`src/rtl/hypercorex_inst_pkg.sv`:
```
// Shared types and default sizing for the instruction fetch controller.
package hypercorex_inst_pkg;

    localparam int unsigned DefaultNumInst      = 64;
    localparam int unsigned DefaultInstWidth    = 32;
    localparam int unsigned DefaultLoopCntWidth = 16;

    typedef enum logic [1:0] {
        ST_IDLE = 2'd0,
        ST_RUN  = 2'd1,
        ST_DONE = 2'd2
    } fetch_state_e;

endpackage

```
`src/rtl/inst_fetch_ctrl_if.sv`:
```
// Configuration, control and instruction-output bundle of the fetch controller.
// master: the side that programs/controls the sequencer; slave: the sequencer.
interface inst_fetch_ctrl_if
    import hypercorex_inst_pkg::*;
#(
    parameter int unsigned InstWidth     = DefaultInstWidth,
    parameter int unsigned NumInst       = DefaultNumInst,
    parameter int unsigned LoopCntWidth  = DefaultLoopCntWidth,
    parameter int unsigned InstAddrWidth = $clog2(NumInst)
);

    logic                     cfg_wr_en_i;
    logic [InstAddrWidth-1:0] cfg_wr_addr_i;
    logic [InstWidth-1:0]     cfg_wr_data_i;
    logic [InstAddrWidth-1:0] loop_end_addr_i;
    logic [LoopCntWidth-1:0]  loop_count_i;
    logic                     start_i;
    logic                     clr_i;
    logic                     stall_i;
    logic [InstWidth-1:0]     inst_code_o;
    logic                     inst_valid_o;
    logic [InstAddrWidth-1:0] inst_pc_o;
    logic                     busy_o;
    logic                     done_o;

    modport master (
        output cfg_wr_en_i, cfg_wr_addr_i, cfg_wr_data_i,
        output loop_end_addr_i, loop_count_i, start_i, clr_i, stall_i,
        input  inst_code_o, inst_valid_o, inst_pc_o, busy_o, done_o
    );

    modport slave (
        input  cfg_wr_en_i, cfg_wr_addr_i, cfg_wr_data_i,
        input  loop_end_addr_i, loop_count_i, start_i, clr_i, stall_i,
        output inst_code_o, inst_valid_o, inst_pc_o, busy_o, done_o
    );

endinterface

```
`src/rtl/inst_fetch_ctrl_inst_mem.sv`:
```
// Instruction store: flop array, one synchronous write port, one
// combinational read port. Data is deliberately not reset.
module inst_mem #(
    parameter int unsigned InstWidth     = 32,
    parameter int unsigned NumInst       = 64,
    parameter int unsigned InstAddrWidth = $clog2(NumInst)
) (
    input  logic                     i_clk,
    input  logic                     i_wr_en,
    input  logic [InstAddrWidth-1:0] i_wr_addr,
    input  logic [InstWidth-1:0]     i_wr_data,
    input  logic [InstAddrWidth-1:0] i_rd_addr,
    output logic [InstWidth-1:0]     o_rd_data
);

    logic [InstWidth-1:0] r_mem [NumInst];

    // Write the addressed word on the clock edge when enabled.
    always_ff @(posedge i_clk) begin
        if (i_wr_en) begin
            r_mem[i_wr_addr] <= i_wr_data;
        end
    end

    assign o_rd_data = r_mem[i_rd_addr];

endmodule

```
`src/rtl/inst_fetch_ctrl.sv`:
```
// Instruction sequencer feeding the decoder: program memory, PC and
// hardware loop counter.
//
//  state   | meaning
//  --------+--------------------------------------------------------------
//  ST_IDLE | accepting memory writes and start; outputs quiet
//  ST_RUN  | presenting mem[PC] each cycle, advancing unless stalled
//  ST_DONE | single cycle done pulse, then back to ST_IDLE with PC = 0
module inst_fetch_ctrl
    import hypercorex_inst_pkg::*;
#(
    parameter int unsigned InstWidth    = DefaultInstWidth,
    parameter int unsigned NumInst      = DefaultNumInst,
    parameter int unsigned LoopCntWidth = DefaultLoopCntWidth
) (
    input  logic             clk_i,
    input  logic             rst_ni,
    inst_fetch_ctrl_if.slave bus
);

    localparam int unsigned InstAddrWidth = $clog2(NumInst);
    localparam logic [InstAddrWidth-1:0] LastAddr = InstAddrWidth'(NumInst - 1);

    fetch_state_e             r_state;
    fetch_state_e             w_state_nxt;
    logic [InstAddrWidth-1:0] r_pc;
    logic [InstAddrWidth-1:0] w_pc_nxt;
    logic [InstAddrWidth-1:0] r_end_addr;
    logic [InstAddrWidth-1:0] w_end_nxt;
    logic [LoopCntWidth-1:0]  r_iter;
    logic [LoopCntWidth-1:0]  w_iter_nxt;
    logic [LoopCntWidth-1:0]  r_count;
    logic [LoopCntWidth-1:0]  w_count_nxt;
    logic [InstWidth-1:0]     w_rd_data;
    logic [InstWidth-1:0]     w_inst_code;
    logic                     w_wr_en;
    logic                     w_valid;
    logic                     w_busy;
    logic                     w_done;
    logic                     w_at_end;
    logic                     w_last_iter;

    inst_mem #(
        .InstWidth     (InstWidth),
        .NumInst       (NumInst),
        .InstAddrWidth (InstAddrWidth)
    ) u_inst_mem (
        .i_clk     (clk_i),
        .i_wr_en   (w_wr_en),
        .i_wr_addr (bus.cfg_wr_addr_i),
        .i_wr_data (bus.cfg_wr_data_i),
        .i_rd_addr (r_pc),
        .o_rd_data (w_rd_data)
    );

    // The top address also ends the body so the PC can never run past the memory.
    assign w_at_end    = (r_pc == r_end_addr) || (r_pc == LastAddr);
    assign w_last_iter = (r_iter >= (r_count - LoopCntWidth'(1)));

    // FSM state register.
    always_ff @(posedge clk_i or negedge rst_ni) begin
        if (!rst_ni) begin
            r_state <= ST_IDLE;
        end else begin
            r_state <= w_state_nxt;
        end
    end

    // PC, iteration counter and latched loop configuration.
    always_ff @(posedge clk_i or negedge rst_ni) begin
        if (!rst_ni) begin
            r_pc       <= '0;
            r_iter     <= '0;
            r_end_addr <= '0;
            r_count    <= '0;
        end else begin
            r_pc       <= w_pc_nxt;
            r_iter     <= w_iter_nxt;
            r_end_addr <= w_end_nxt;
            r_count    <= w_count_nxt;
        end
    end

    // Next-state, datapath updates and outputs; clr_i overrides everything.
    always_comb begin
        w_state_nxt = r_state;
        w_pc_nxt    = r_pc;
        w_iter_nxt  = r_iter;
        w_end_nxt   = r_end_addr;
        w_count_nxt = r_count;
        w_wr_en     = 1'b0;
        w_inst_code = '0;
        w_valid     = 1'b0;
        w_busy      = 1'b0;
        w_done      = 1'b0;

        case (r_state)
            ST_IDLE: begin
                w_wr_en = bus.cfg_wr_en_i;
                if (bus.start_i) begin
                    w_end_nxt   = bus.loop_end_addr_i;
                    w_count_nxt = (bus.loop_count_i == '0) ? LoopCntWidth'(1)
                                                          : bus.loop_count_i;
                    w_pc_nxt    = '0;
                    w_iter_nxt  = '0;
                    w_state_nxt = ST_RUN;
                end
            end
            ST_RUN: begin
                w_inst_code = w_rd_data;
                w_valid     = 1'b1;
                w_busy      = 1'b1;
                if (!bus.stall_i) begin
                    if (!w_at_end) begin
                        w_pc_nxt = r_pc + InstAddrWidth'(1);
                    end else if (!w_last_iter) begin
                        w_pc_nxt   = '0;
                        w_iter_nxt = r_iter + LoopCntWidth'(1);
                    end else begin
                        w_pc_nxt    = '0;
                        w_iter_nxt  = '0;
                        w_state_nxt = ST_DONE;
                    end
                end
            end
            ST_DONE: begin
                w_done      = 1'b1;
                w_pc_nxt    = '0;
                w_iter_nxt  = '0;
                w_state_nxt = ST_IDLE;
            end
            default: begin
                w_pc_nxt    = '0;
                w_iter_nxt  = '0;
                w_state_nxt = ST_IDLE;
            end
        endcase

        if (bus.clr_i) begin
            w_state_nxt = ST_IDLE;
            w_pc_nxt    = '0;
            w_iter_nxt  = '0;
        end
    end

    assign bus.inst_code_o  = w_inst_code;
    assign bus.inst_valid_o = w_valid;
    assign bus.inst_pc_o    = r_pc;
    assign bus.busy_o       = w_busy;
    assign bus.done_o       = w_done;

endmodule

```
`src/flat_wrapper.sv`:
```
// flat-port wrapper written by rule: the top's interface ports become plain ports
module inst_fetch_ctrl_flat import hypercorex_inst_pkg::*;
#(
    parameter int unsigned InstWidth    = DefaultInstWidth,
    parameter int unsigned NumInst      = DefaultNumInst,
    parameter int unsigned LoopCntWidth = DefaultLoopCntWidth
)
  (clk_i, rst_ni, bus_cfg_wr_en_i, bus_cfg_wr_addr_i, bus_cfg_wr_data_i, bus_loop_end_addr_i, bus_loop_count_i, bus_start_i, bus_clr_i, bus_stall_i, bus_inst_code_o, bus_inst_valid_o, bus_inst_pc_o, bus_busy_o, bus_done_o);
  inst_fetch_ctrl_if #(.InstWidth(InstWidth), .NumInst(NumInst), .LoopCntWidth(LoopCntWidth)) bus_i ();
  input  logic clk_i;
  input  logic rst_ni;
  input wire logic [$bits(bus_i.cfg_wr_en_i)-1:0] bus_cfg_wr_en_i;
  input wire logic [$bits(bus_i.cfg_wr_addr_i)-1:0] bus_cfg_wr_addr_i;
  input wire logic [$bits(bus_i.cfg_wr_data_i)-1:0] bus_cfg_wr_data_i;
  input wire logic [$bits(bus_i.loop_end_addr_i)-1:0] bus_loop_end_addr_i;
  input wire logic [$bits(bus_i.loop_count_i)-1:0] bus_loop_count_i;
  input wire logic [$bits(bus_i.start_i)-1:0] bus_start_i;
  input wire logic [$bits(bus_i.clr_i)-1:0] bus_clr_i;
  input wire logic [$bits(bus_i.stall_i)-1:0] bus_stall_i;
  output wire logic [$bits(bus_i.inst_code_o)-1:0] bus_inst_code_o;
  output wire logic [$bits(bus_i.inst_valid_o)-1:0] bus_inst_valid_o;
  output wire logic [$bits(bus_i.inst_pc_o)-1:0] bus_inst_pc_o;
  output wire logic [$bits(bus_i.busy_o)-1:0] bus_busy_o;
  output wire logic [$bits(bus_i.done_o)-1:0] bus_done_o;
  assign bus_i.cfg_wr_en_i = bus_cfg_wr_en_i;
  assign bus_i.cfg_wr_addr_i = bus_cfg_wr_addr_i;
  assign bus_i.cfg_wr_data_i = bus_cfg_wr_data_i;
  assign bus_i.loop_end_addr_i = bus_loop_end_addr_i;
  assign bus_i.loop_count_i = bus_loop_count_i;
  assign bus_i.start_i = bus_start_i;
  assign bus_i.clr_i = bus_clr_i;
  assign bus_i.stall_i = bus_stall_i;
  assign bus_inst_code_o = bus_i.inst_code_o;
  assign bus_inst_valid_o = bus_i.inst_valid_o;
  assign bus_inst_pc_o = bus_i.inst_pc_o;
  assign bus_busy_o = bus_i.busy_o;
  assign bus_done_o = bus_i.done_o;
  inst_fetch_ctrl #(.InstWidth(InstWidth), .NumInst(NumInst), .LoopCntWidth(LoopCntWidth)) u_core (.clk_i(clk_i), .rst_ni(rst_ni), .bus(bus_i));
endmodule
```
`config.mk`:
```
export PLATFORM = sky130hd
export DESIGN_NAME = inst_fetch_ctrl_flat
export DESIGN_NICKNAME = d
export VERILOG_FILES = /design/src/rtl/hypercorex_inst_pkg.sv /design/src/rtl/inst_fetch_ctrl_if.sv /design/src/rtl/inst_fetch_ctrl_inst_mem.sv /design/src/rtl/inst_fetch_ctrl.sv /design/src/flat_wrapper.sv
export SDC_FILE = /design/constraint.sdc
export NUM_CORES = 2
export LEC_CHECK = 0
export CORE_MARGIN = 4
export CORE_UTILIZATION = 45
export CTS_CLUSTER_DIAMETER = 100
export DETAILED_ROUTE_END_ITERATION = 16
export SETUP_SLACK_MARGIN = 0.4
export SLEW_MARGIN = 20
export SYNTH_ARGS = -nofsm -noshare
export SYNTH_HDL_FRONTEND = slang
export SYNTH_SLANG_ARGS = --single-unit
```
`constraint.sdc`:
```
create_clock -name clk_i -period 12.3 [get_ports clk_i]
set_input_delay 2.46 -clock clk_i [delete_from_list [all_inputs] [get_ports clk_i]]
set_output_delay 2.46 -clock clk_i [all_outputs]
set_load 0.05 [all_outputs]
```
==> results.txt <==
Leading area contributor after synthesis - edfxtp_1
Main synth FF type - edfxtp_1
Worst-Margin Slew - 1.32 ns
Antenna Nets Post-Route - 0
Total wire length - 221 mm
Crit-path max FO - 53
Status - complete, no violations
Met3 usage - 4.37%
VDD IR-drop max - 120 µV
Sink of the worst hold path - u_core.r_end_addr[1]
RSZ-0062 raised after global routing - false
Req. time, crit path - 9.84 ns
First-pass GRT wire length - 311 mm
Max transition margin - 11.7%
TritonCTS clock tree - built
Die Y-Extent - 432 µm
Clk_skew - 0.0434 ns
Sum Neg Setup Slack - 0 ns
DPL Wire Length - 119 mm
Share of the synthesized area in the top cell type - 76.1%
Sinks on Clock Net - 2094
Design Power - 16.4 mW
DP Worst Slack - 4.66 ns
Vias/cell - 6.19
CP endpoint kind - primary output
Via count - 40598
Row count - 155
DIE WIDTH - 432 µm
Post-cts resize count - 0
Number of synthesized register bits - 2094
DR pass1 iterations - 6
Mapped Area - 0.0808 mm²
Final Slew Violations - 0
Most Used Layer, Global Route - met2
Final hold violations - 0
Critical Path AT - 5.92 ns
Min-Delay Path Depth - 1
Met2 GRT Util - 36.5%
Reg-to-reg critical path endpoint - u_core.r_iter[0]
Layout fillers - 13877
DR WL/cell - 33.6 µm
IO Count - 107
M1 GR Usage - 34.8%
Vias in the first global route - 40345
Hold-fix buffers, CTS - 0
Root Buffer - clkbuf_16
Hold_sp - u_core.r_end_addr[1]
CP Launch Type - register
Setup Fix Bufs, Post-CTS - 0
Nets@finish - 4105
Pin count of the biggest net entering global routing - 121
Worst Hold Class - register to register
Global-route usage over all layers - 23.6%
Net Count, Synth - 3851
IO Port Bufs - 106
Htree depth - 4
Sequential area share after synthesis - 77.5%
DRC - 0
Setup Crit Path Kind - register to primary output
Final setup vio count - 0
Share of layout cells above drive strength 1 - 26.3%
Async SR Flop Fraction - 2.20%
Core footprint - 0.179 mm²
Setup ws final - 3.92 ns
Clock slew at reported path FFs - 0.06 ns
GP Congestion - 0.779
Distinct cell type count after synthesis - 55
Initial antenna violation count - 11
Top cells by area, synth - edfxtp_1 (76%), mux4_2 (14%), dfrtp_1 (1.4%), mux2i_1 (1.2%), nor2_1 (0.94%)
Most frequent cell after synthesis - edfxtp_1
Commonest cells in the netlist - edfxtp_1 (2048), mux4_2 (502), nor2_1 (203), nand2_1 (178), clkbuf_1 (101)
CTS Buffer Depth - 3
Placed Area - 0.0855 mm²
Reg2reg start - u_core.r_count[5]
Design area - 0.0922 mm²
Minimum clock period after layout - 8.38 ns
Total grt overflow - 0
Initial Utilization - 45.3%
TritonCTS Buffers - 208
Power Dens Cells - 177 mW/mm²
Max_cap viols - 0
Leak - 28.1 nW
DRT iter0 DRCs - 5507
Fin crit share - 68.2%
Synth Area per Inst - 21.5 µm²
R2R Setup Slk - 7.55 ns
Die ar. - 0.186 mm²
Area grow syn2layout - 14.0%
Worst-skew pair later-pin latency - 0.84 ns
R2R depth - 14
EDFF count, synth - 2048
Synthesized instance count - 3766
Fmax - 0.119 GHz
Yosys warnings - 0
==> per-layer routing <==
layer  up-vias  routed length [µm]
met2      1986              104000
met4         0                6110
met3       301               19600
met1     22026               90700
met5         -                   0
li1      16285                   -
==> flip-flops by register name (all words and copies together), names as in the netlist <==
signal	count
u_core.bus.inst_pc_o	6
u_core.r_iter	16
u_core.u_inst_mem.r_mem	2048
u_core.r_count	16
u_core.r_state	2
u_core.r_end_addr	6
==> through the flow <==
step | util, % | std cells | hold slack (ns)
2_1_floorplan | - | 3766 | 0.496
3_3_place_gp | 47.9 | 6165 | 0.515
3_5_place_dp | 47.9 | 6165 | 0.518
4_1_cts | 51.6 | 6552 | 0.535
5_1_grt | 51.6 | 6554 | 0.548
6_report | 51.6 | 6556 | 0.532
==> where the power goes <==
group | total (mW) | internal, mW | switching (mW)
clock network | 6.17 | 3.46 | 2.72
registers | 8.00 | 7.91 | 0.0881
logic | 2.18 | 0.969 | 1.21
==> layout by cell type, fill, tap and decap left out, drive strengths merged, types with 9 or more instances in the layout <==
master and instances:
nor3 13, mux4 502, clkinv 100, mux2 42
dfrtp 46, mux2i 98, clkinvlp 11, a211oi 12
o21ai 57, nand3 14, bufinv 15, a31oi 36
a2111oi 22, edfxtp 2048, clkdlybuf4s50 73, clkbuf 253
nor4 9, nand2 178, a21oi 29, inv 19
nor2 203, nor2b 15, buf 175, a22o 11
o221ai 31, ha 19, o22ai 47, o31ai 24
xnor2 17, nand2b 10
==> worst max path at each step <==
stage | to | cells after the start | from
final | bus_inst_code_o[7] | 8 | u_core.bus.inst_pc_o[3]
after global routing | bus_inst_code_o[3] | 9 | u_core.bus.inst_pc_o[0]
after CTS | bus_inst_code_o[3] | 9 | u_core.bus.inst_pc_o[0]
after detailed placement | bus_inst_code_o[3] | 9 | u_core.bus.inst_pc_o[0]
after global placement | bus_inst_code_o[3] | 9 | u_core.bus.inst_pc_o[0]
after floorplan | bus_inst_code_o[10] | 8 | u_core.bus.inst_pc_o[1]
==> critical path: stages (launching register included) <==
cell             delay [ns]
dfrtp_2                0.37
buf_12                 0.36
nor2b_1                0.33
nand2_1                0.80
o22ai_1                0.21
a211oi_1               1.08
o21ai_0                0.56
o31ai_1                0.38
clkdlybuf4s50_1        0.95
==> cells by family (layout without fill, tap and decap cells) <==
family          Yosys count  in the layout  synth area share, %
mux                     642            642                 15.8
fa+ha+maj                19             19                0.294
xor+xnor                 20             20                0.217
flops                  2094           2094                 77.5
simple gates            475            475                 2.50
other cells               0              4                    0
compound gates          301            301                 2.56
buf+inv                 215            646                 1.14
==> layout make-up <==
| class | count | area (µm²) | area share [%] |
|---|---|---|---|
| Antenna cell | 4 | 10.0 | 0.0109 |
| Inverter | 11 | 48.8 | 0.0529 |
| Tap cell | 2355 | 2950 | 3.20 |
| Sequential cell | 2094 | 62700 | 68.0 |
| Clock inverter | 134 | 1200 | 1.30 |
| Clock buffer | 253 | 5420 | 5.88 |
| Timing Repair Buffer | 248 | 2080 | 2.25 |
| Multi-Input combinational cell | 1457 | 17800 | 19.3 |
Note: power is estimated with default switching activity, not from simulation.
